File: config.mk
export PLATFORM = sky130hd
export DESIGN_NAME = pc_fetch_ctrl
export DESIGN_NICKNAME = d
export VERILOG_FILES = /design/src/rtl/pc_fetch_ctrl.sv
export SDC_FILE = /design/constraint.sdc
export NUM_CORES = 1
export LEC_CHECK = 0
export BUFFER_PORTS_ARGS = -buffer_cell sky130_fd_sc_hd__buf_2
export CAP_MARGIN = 20
export CORE_MARGIN = 2
export CORE_UTILIZATION = 50
export CTS_CLUSTER_SIZE = 24
export DETAILED_ROUTE_END_ITERATION = 10
export PLACE_DENSITY = 0.69
export SYNTH_ARGS = -nofsm -noshare
export SYNTH_HDL_FRONTEND = slang
export SYNTH_SLANG_ARGS = --single-unit
File: constraint.sdc
create_clock -name clk -period 2.59 [get_ports clk]
set_input_delay 0.259 -clock clk [delete_from_list [all_inputs] [get_ports clk]]
set_output_delay 0.259 -clock clk [all_outputs]
set_load 0.01 [all_outputs]
File: src/rtl/pc_fetch_ctrl.sv
// Fetch-stage PC owner: one imem request at a time, output slot one edge after ack, one-entry skid under stall.
// Redirects take effect at once, or are held pending until an outstanding fetch acks (its data is then dropped).
module pc_fetch_ctrl #(
  parameter logic [31:0] RESET_PC = 32'h0000_0000
) (
  input  logic        clk,
  input  logic        rst,
  input  logic        stall,
  input  logic        redirect_valid,
  input  logic [31:0] redirect_target,
  output logic        imem_req,
  output logic [31:0] imem_addr,
  input  logic        imem_ack,
  input  logic [31:0] imem_rdata,
  output logic        if_valid,
  output logic [31:0] if_pc,
  output logic [31:0] if_pc4,
  output logic [31:0] if_instr
);

  typedef enum logic [1:0] {START, FETCH, HOLD} state_t;

  state_t      state_q, state_d;
  logic [31:0] pc_q, pc_d;
  logic        pend_q, pend_d;
  logic [31:0] pend_target_q, pend_target_d;
  logic [31:0] skid_pc_q, skid_pc_d;
  logic [31:0] skid_instr_q, skid_instr_d;
  logic        if_valid_q, if_valid_d;
  logic [31:0] if_pc_q, if_pc_d;
  logic [31:0] if_pc4_q, if_pc4_d;
  logic [31:0] if_instr_q, if_instr_d;
  logic        imem_req_q, imem_req_d;

  logic [31:0] target;
  logic [31:0] pc_plus4;
  logic        slot_free;

  always_comb begin
    state_d       = state_q;
    pc_d          = pc_q;
    pend_d        = pend_q;
    pend_target_d = pend_target_q;
    skid_pc_d     = skid_pc_q;
    skid_instr_d  = skid_instr_q;
    if_valid_d    = if_valid_q;
    if_pc_d       = if_pc_q;
    if_pc4_d      = if_pc4_q;
    if_instr_d    = if_instr_q;

    target    = {redirect_target[31:2], 2'b00};
    pc_plus4  = pc_q + 32'd4;
    slot_free = !if_valid_q || !stall;

    if (if_valid_q && !stall) begin
      if_valid_d = 1'b0;
    end

    if (redirect_valid) begin
      if_valid_d   = 1'b0;
      skid_pc_d    = 32'd0;
      skid_instr_d = 32'd0;
      // The address must stay stable until the outstanding fetch acks.
      if (state_q == FETCH && !imem_ack) begin
        pend_d        = 1'b1;
        pend_target_d = target;
      end else begin
        pc_d    = target;
        pend_d  = 1'b0;
        state_d = FETCH;
      end
    end else begin
      case (state_q)
        START: state_d = FETCH;
        FETCH: begin
          if (imem_ack) begin
            if (pend_q) begin
              pc_d   = pend_target_q;
              pend_d = 1'b0;
            end else begin
              pc_d = pc_plus4;
              if (slot_free) begin
                if_valid_d = 1'b1;
                if_pc_d    = pc_q;
                if_pc4_d   = pc_plus4;
                if_instr_d = imem_rdata;
              end else begin
                skid_pc_d    = pc_q;
                skid_instr_d = imem_rdata;
                state_d      = HOLD;
              end
            end
          end
        end
        HOLD: begin
          if (!stall) begin
            if_valid_d = 1'b1;
            if_pc_d    = skid_pc_q;
            if_pc4_d   = skid_pc_q + 32'd4;
            if_instr_d = skid_instr_q;
            state_d    = FETCH;
          end
        end
        default: state_d = START;
      endcase
    end

    imem_req_d = (state_d == FETCH);
  end

  always_ff @(posedge clk) begin
    if (rst) begin
      state_q       <= START;
      pc_q          <= RESET_PC;
      pend_q        <= 1'b0;
      pend_target_q <= 32'd0;
      skid_pc_q     <= 32'd0;
      skid_instr_q  <= 32'd0;
      if_valid_q    <= 1'b0;
      if_pc_q       <= 32'd0;
      if_pc4_q      <= 32'd0;
      if_instr_q    <= 32'd0;
      imem_req_q    <= 1'b0;
    end else begin
      state_q       <= state_d;
      pc_q          <= pc_d;
      pend_q        <= pend_d;
      pend_target_q <= pend_target_d;
      skid_pc_q     <= skid_pc_d;
      skid_instr_q  <= skid_instr_d;
      if_valid_q    <= if_valid_d;
      if_pc_q       <= if_pc_d;
      if_pc4_q      <= if_pc4_d;
      if_instr_q    <= if_instr_d;
      imem_req_q    <= imem_req_d;
    end
  end

  assign imem_req  = imem_req_q;
  assign imem_addr = pc_q;
  assign if_valid  = if_valid_q;
  assign if_pc     = if_pc_q;
  assign if_pc4    = if_pc4_q;
  assign if_instr  = if_instr_q;

endmodule

==> results.md, run 1 <==
* WL/cell at 16.85 um
* Hold Crit Class: primary input to register
* Post-CTS setup buffers at 0
* Final WL at 30.68 mm
* Relative slew margins at 0.4893
* Flops & latches, synth at 219
* Clk root buf: clkbuf_16
* Yosys cell types at 64
* Core Rows at 53
* Cell taking the most area after synthesis: dfxtp_1
* Number of clock sinks at 219
* Hold_buf cts at 57
* Setup Skew at 23.79 ps
* Ys flop type: dfxtp_1
* Post-DP HPWL at 20.74 mm
* Max Cap Viol at 0
* Post-Synth Adder-Cell Area at 0.007112
* RSZ-0062 raised after global routing: no
* Area contributors post-synth: dfxtp_1 42%, nand2_1 8.9%, a21oi_1 7.1%
* Kind of critical path: register to register
* Number of synthesized flops with an enable pin at 0
* Synth cell count leaders: 250 x nand2_1, 219 x dfxtp_1, 150 x a21oi_1, 94 x clkbuf_1, 90 x nor2_1
* Seq/Total Area, Yosys at 0.4154
* PortBufs at 190
* Mux contribution to synthesized area at 0.06638
* Via count at 10210
* Mapped Cells at 1326
* Part of the cycle the worst path needs at 0.8811
* TritonCTS clock tree: done
* # DRC at 0
* Mapped Avg Cell Area at 7.960 um2
* Synth Warn # at 0
* DRT iter0 DRCs at 761
* Initial DRT Pass Iterations at 5
* I/O pins at 199
* Starting Density at 0.5053
* Simple-Gate Fraction of Synth Area at 0.2220
* Layout cell share with drive strength beyond 1 at 0.2025
* Post-Syn Area at 10560 um2
* CP Max Fanout at 18
* Post-placement setup slack at 331.2 ps
* Synth async-reset ratio at 0
* Most frequent cell after synthesis: nand2_1
* Global-route wire length before repair at 48.20 mm
* Vias per inst at 5.606
* Status: finished clean
* Crit path DAT at 2700 ps
* Worst setup SP type: register
* Final setup TNS at 0 ps
* CTS Buffer Depth at 3
* Total gr overflow at 0
* Fin worst setup slack at 307.9 ps
* Via count of the first global-routing pass at 9116
* Total track usage at 0.2669
* Initial antenna violation count at 0
* Die area at 22290 um2
* Die width at 149.3 um
* H-tree depth at 1
* Diodes inserted at 0
* Chip Height at 149.3 um
* Fin. Hold Viols at 0
* TritonCTS buffer count at 25
* Count of pins over their slew limit at 0
* Peak VDD IR at 0.4877 mV
* Area growth, synth to finish at 25.43%
* Nets at 1604
* Routability cong. at 0.8923
* Resize count post-CTS at 0
* Antenna viol nets, final at 0
* CP Capture Type: register
* PD cells at 630.6 nW/um2
* Synth Area in XOR/XNOR at 0.02074
* Max frequency at 438.2 MHz
* Largest family of logic cells by synthesized area: simple AND/OR/NAND/NOR gates
* Maximum number of pins on one net before global-route repair at 97
* Minimum clock period at 2282 ps
* Synth Area in Compound Gates at 0.2097
* Yosys top cell area share at 0.4154
* # setup viols final at 0
* Data required, critical path at 3010 ps
* Clock Pin Slew Worst Setup and Hold Paths at 60 ps
* Leakage power at 4.897 nW
* Least-Margin Pin Slew at 766.0 ps
* Clk_lat worst skew at 520 ps
* Core Box Area at 20890 um2
[state kept, by name, summed over array words and instances (netlist names)]
name,cells
if_instr,32
if_pc,30
if_pc4,30
if_valid,1
imem_addr,30
imem_req,1
pend_q,1
pend_target_q,30
skid_instr_q,32
skid_pc_q,30
state_q,2
[per-stage QoR]
step	hold WS [ps]	total power, mW	utilization	cell area, um2	cells
after floorplan	395.0	4.283	-	10570	1331
after global placement	438.1	4.681	0.5652	11810	1720
after detailed placement	444.7	4.698	0.5652	11810	1720
after CTS	1.451	8.403	0.6338	13240	1821
after global routing	19.11	8.666	0.6338	13240	1821
final	11.36	8.348	0.6338	13240	1821
[cell usage in the layout, fill, tap and decap left out, types with 11 or more instances in the layout]
master / Yosys / layout
a211oi_1: 64 / 64
a21oi_1: 150 / 150
and3_1: 13 / 13
buf_2: 14 / 189
buf_4: 7 / 47
clkbuf_16: 0 / 25
dfxtp_1: 219 / 219
dlygate4sd3_1: 0 / 57
inv_1: 20 / 20
mux2i_1: 70 / 70
nand2_1: 250 / 249
nand3_1: 29 / 29
nand4_1: 13 / 13
nor2_1: 90 / 88
nor3_1: 41 / 41
nor4_1: 18 / 18
o211ai_1: 18 / 18
o21a_1: 11 / 11
o21ai_0: 37 / 36
o31a_1: 12 / 12
xnor2_1: 14 / 14
xor2_1: 11 / 11
[final cells by class]
| class | count | area, um2 |
|---|---|---|
| multi-input cells | 963 | 5613 |
| repair buffers | 297 | 1949 |
| well taps | 275 | 344.1 |
| flip-flops and latches | 219 | 4384 |
| fillers | 1862 | 7650 |
| clock buffers | 33 | 725.7 |
| inverters | 23 | 86.33 |
| clock inverters | 11 | 136.4 |
[kinds of logic (layout without fill, tap and decap cells)]
logic type / count (synthesis) / count (layout)
DFF: 219 / 219
buffers and inverters: 149 / 364
and+or+nand+nor: 505 / 505
adders and majority gates: 6 / 6
AOI/OAI and AO/OA: 351 / 351
xor gates and xnor gates: 25 / 25
muxes: 70 / 70
other: 1 / 6
[layer usage]
layer | part of all wire | vias up | global-route usage
li1 | - | 5119 | -
met1 | 0.46 | 4675 | 0.3787
met2 | 0.45 | 374 | 0.4350
met3 | 0.074 | 41 | 0.03670
met4 | 0.016 | 0 | 0.05524
met5 | 0 | - | 0
[where the power goes]
group / switching (mW) / leakage [nW] / internal (mW)
logic: 0.609 / 2.69 / 0.440
clock network: 1.39 / 0.430 / 2.26
registers: 0.138 / 1.78 / 3.51
[path summary, 6_finish.rpt]
kind                             startpoint                             end  slack (ps)  cells after the start
max                   state_q[0]$_SDFF_PP0_         if_pc4[19]$_SDFFE_PP0P_         310                      6
min reg2reg  pend_target_q[20]$_SDFFE_PP0P_  pend_target_q[20]$_SDFFE_PP0P_         450                      2
max reg2reg           state_q[0]$_SDFF_PP0_         if_pc4[19]$_SDFFE_PP0P_         310                      6
min                     redirect_target[11]  pend_target_q[11]$_SDFFE_PP0P_          10                      3
[critical path, stage by stage (launching register included)]
cell     delay (ps)
dfxtp_1         420
inv_1           120
ha_1            350
o21ai_0         170
nor3_4          270
nand2_1         450
o32ai_1         410
Power figures use the tool's default switching activity.
==> inputs of run 2 (changes only) <==
--- a/config.mk
+++ b/config.mk
@@ -12,6 +12,7 @@
 export CTS_CLUSTER_SIZE = 24
 export DETAILED_ROUTE_END_ITERATION = 10
 export PLACE_DENSITY = 0.69
+export SETUP_SLACK_MARGIN = 0.4
 export SYNTH_ARGS = -nofsm -noshare
 export SYNTH_HDL_FRONTEND = slang
 export SYNTH_SLANG_ARGS = --single-unit
==> run 2 against run 1 <==
Effect of this change:
- non-clock buffer count increased by 6
- largest cell class unchanged
- combinational power about the same
- worst setup slack improved by 120 ps
- cell count increased by 0.38%
- sequential share of layout area decreased by 0.20 points
- clock power decreased by 5%
- global-route usage increased by 0.37 points
- critical path type unchanged
==> results.md, run 2 (same netlist as run 1, synthesis figures left out) <==
* Part of the cycle the worst path needs at 0.8343
* Core Box Area at 20890 um2
* Setup Skew at 14.49 ps
* Clock Pin Slew Worst Setup and Hold Paths at 60 ps
* Number of clock sinks at 219
* Status: finished clean
* Starting Density at 0.5053
* CTS Buffer Depth at 3
* Kind of critical path: register to register
* Fin worst setup slack at 429.2 ps
* PD cells at 614.2 nW/um2
* Relative slew margins at 0.5092
* CP Capture Type: register
* RSZ-0062 raised after global routing: yes
* Final setup TNS at 0 ps
* Routability cong. at 0.9054
* CP dominant cell by count: nor3_1
* Global-route wire length before repair at 48.83 mm
* Hold Crit Class: primary input to register
* Critical path's slowest cell: or4_4
* Final WL at 31.70 mm
* Most common cell after layout, fill and taps aside: nand2_1
* PortBufs at 190
* Via count at 10370
* Nets at 1610
* Core Rows at 53
* Die area at 22290 um2
* # DRC at 0
* DRT iter0 DRCs at 770
* WL/cell at 17.34 um
* Count of pins over their slew limit at 0
* TritonCTS buffer count at 25
* Clk root buf: clkbuf_16
* Max frequency at 462.8 MHz
* Crit path DAT at 2600 ps
* Minimum clock period at 2161 ps
* Least-Margin Pin Slew at 736.2 ps
* Placed Cells at 1713
* Clk_lat worst skew at 530 ps
* Total track usage at 0.2705
* Diodes inserted at 0
* Initial DRT Pass Iterations at 5
* Power, Total at 8.210 mW
* Total gr overflow at 0
* # setup viols final at 0
* Peak VDD IR at 0.4949 mV
* Maximum number of pins on one net before global-route repair at 83
* Buffers & Inverters on Critical Path at 0
* Post-DP HPWL at 20.51 mm
* Worst setup SP type: register
* Worst reg2reg setup slack at 430 ps
* Via count of the first global-routing pass at 9240
* Post-placement setup slack at 230.6 ps
* Chip Height at 149.3 um
* WHS at 14.25 ps
* Die width at 149.3 um
* Final std cells w/o fill at 1828
* Area growth, synth to finish at 26.64%
* Max Cap Viol at 0
* I/O pins at 199
* TritonCTS clock tree: done
* Top delay family on crit path: simple AND/OR/NAND/NOR gates
* CP Max Fanout at 9
* Max incr delay on CP at 650 ps
* Data required, critical path at 3030 ps
* Antenna viol nets, final at 0
* Dpl cell area at 11750 um2
* Fin. Hold Viols at 0
* Final Cell Area at 13370 um2
* Initial antenna violation count at 0
* Final Util at 0.6399
* Vias per inst at 5.674
* Most frequent cells in the layout: 248 x nand2_1, 211 x dfxtp_1, 189 x buf_2, 149 x a21oi_1, 88 x nor2_1
* Leakage power at 4.918 nW
* H-tree depth at 1
* Layout cell share with drive strength beyond 1 at 0.2138
* Critical path, cell by cell: ha_4, nand4_2, or4_4, nor3_1, nor3_1, o32ai_1
==> run 2: cell count changes in the layout (fill, tap and decap cells not counted), moves of 3 or more <==
| cell | delta |
|---|---|
| clkbuf_1 | +7 |
| clkbuf_8 | -5 |
| clkinv_2 | -3 |
| dfxtp_1 | -8 |
| dfxtp_2 | +6 |
| dlygate4sd3_1 | +4 |
| ha_1 | -3 |
==> run 2: repair_timing <==
item / in CTS / in global routing
endpoints found under the setup margin: 89 / 174
gates resized for setup: 8 / 20
cloned: 1 / 1
pin swaps: 2 / 3
hold buffers: 61 / 0
hold endpoints to repair: 61 / 0
setup buffers: 3 / 4
==> run 2: per-layer routing <==
layer / global-route usage / share of wire / routed length, um / vias up
li1: - / - / - / 5115
met1: 0.3898 / 0.45 / 14310 / 4785
met2: 0.4226 / 0.44 / 14050 / 421
met3: 0.04098 / 0.084 / 2670 / 51
met4: 0.07333 / 0.021 / 672 / 0
met5: 0 / 0 / 0 / -
==> run 2: cell type report <==
type / count / area (um2)
fill: 1842 / 7522
sequential: 219 / 4399
clock buffer: 35 / 683.2
clock inverter: 10 / 118.9
tap: 275 / 344.1
timing repair buffer: 303 / 2049
multi-input combinational: 963 / 5685
inverter: 23 / 86.33
==> run 2: worst reg2reg max path: cells and delay by family (launching register included) <==
kind / cells / cell delay (ps)
AOI/OAI and AO/OA: 1 / 220
adders and majority gates: 1 / 180
DFF: 1 / 420
and+or+nand+nor: 4 / 1260
==> run 2: path summary, 6_finish.rpt <==
path                                      start                       endpoint  cells after the start
hold reg to reg   pend_target_q[6]$_SDFFE_PP0P_  pend_target_q[6]$_SDFFE_PP0P_                      2
setup / recovery      imem_addr[2]$_SDFFE_PP0P_        if_pc4[20]$_SDFFE_PP0P_                      6
hold / removal                    imem_rdata[9]   skid_instr_q[9]$_SDFFE_PP0P_                      3
setup reg to reg      imem_addr[2]$_SDFFE_PP0P_        if_pc4[20]$_SDFFE_PP0P_                      6
==> run 2: report_power, final <==
part,internal (mW),total (mW),switching [mW]
Combinational,0.452,1.06,0.612
Sequential,3.51,3.66,0.148
Clock,2.05,3.48,1.43
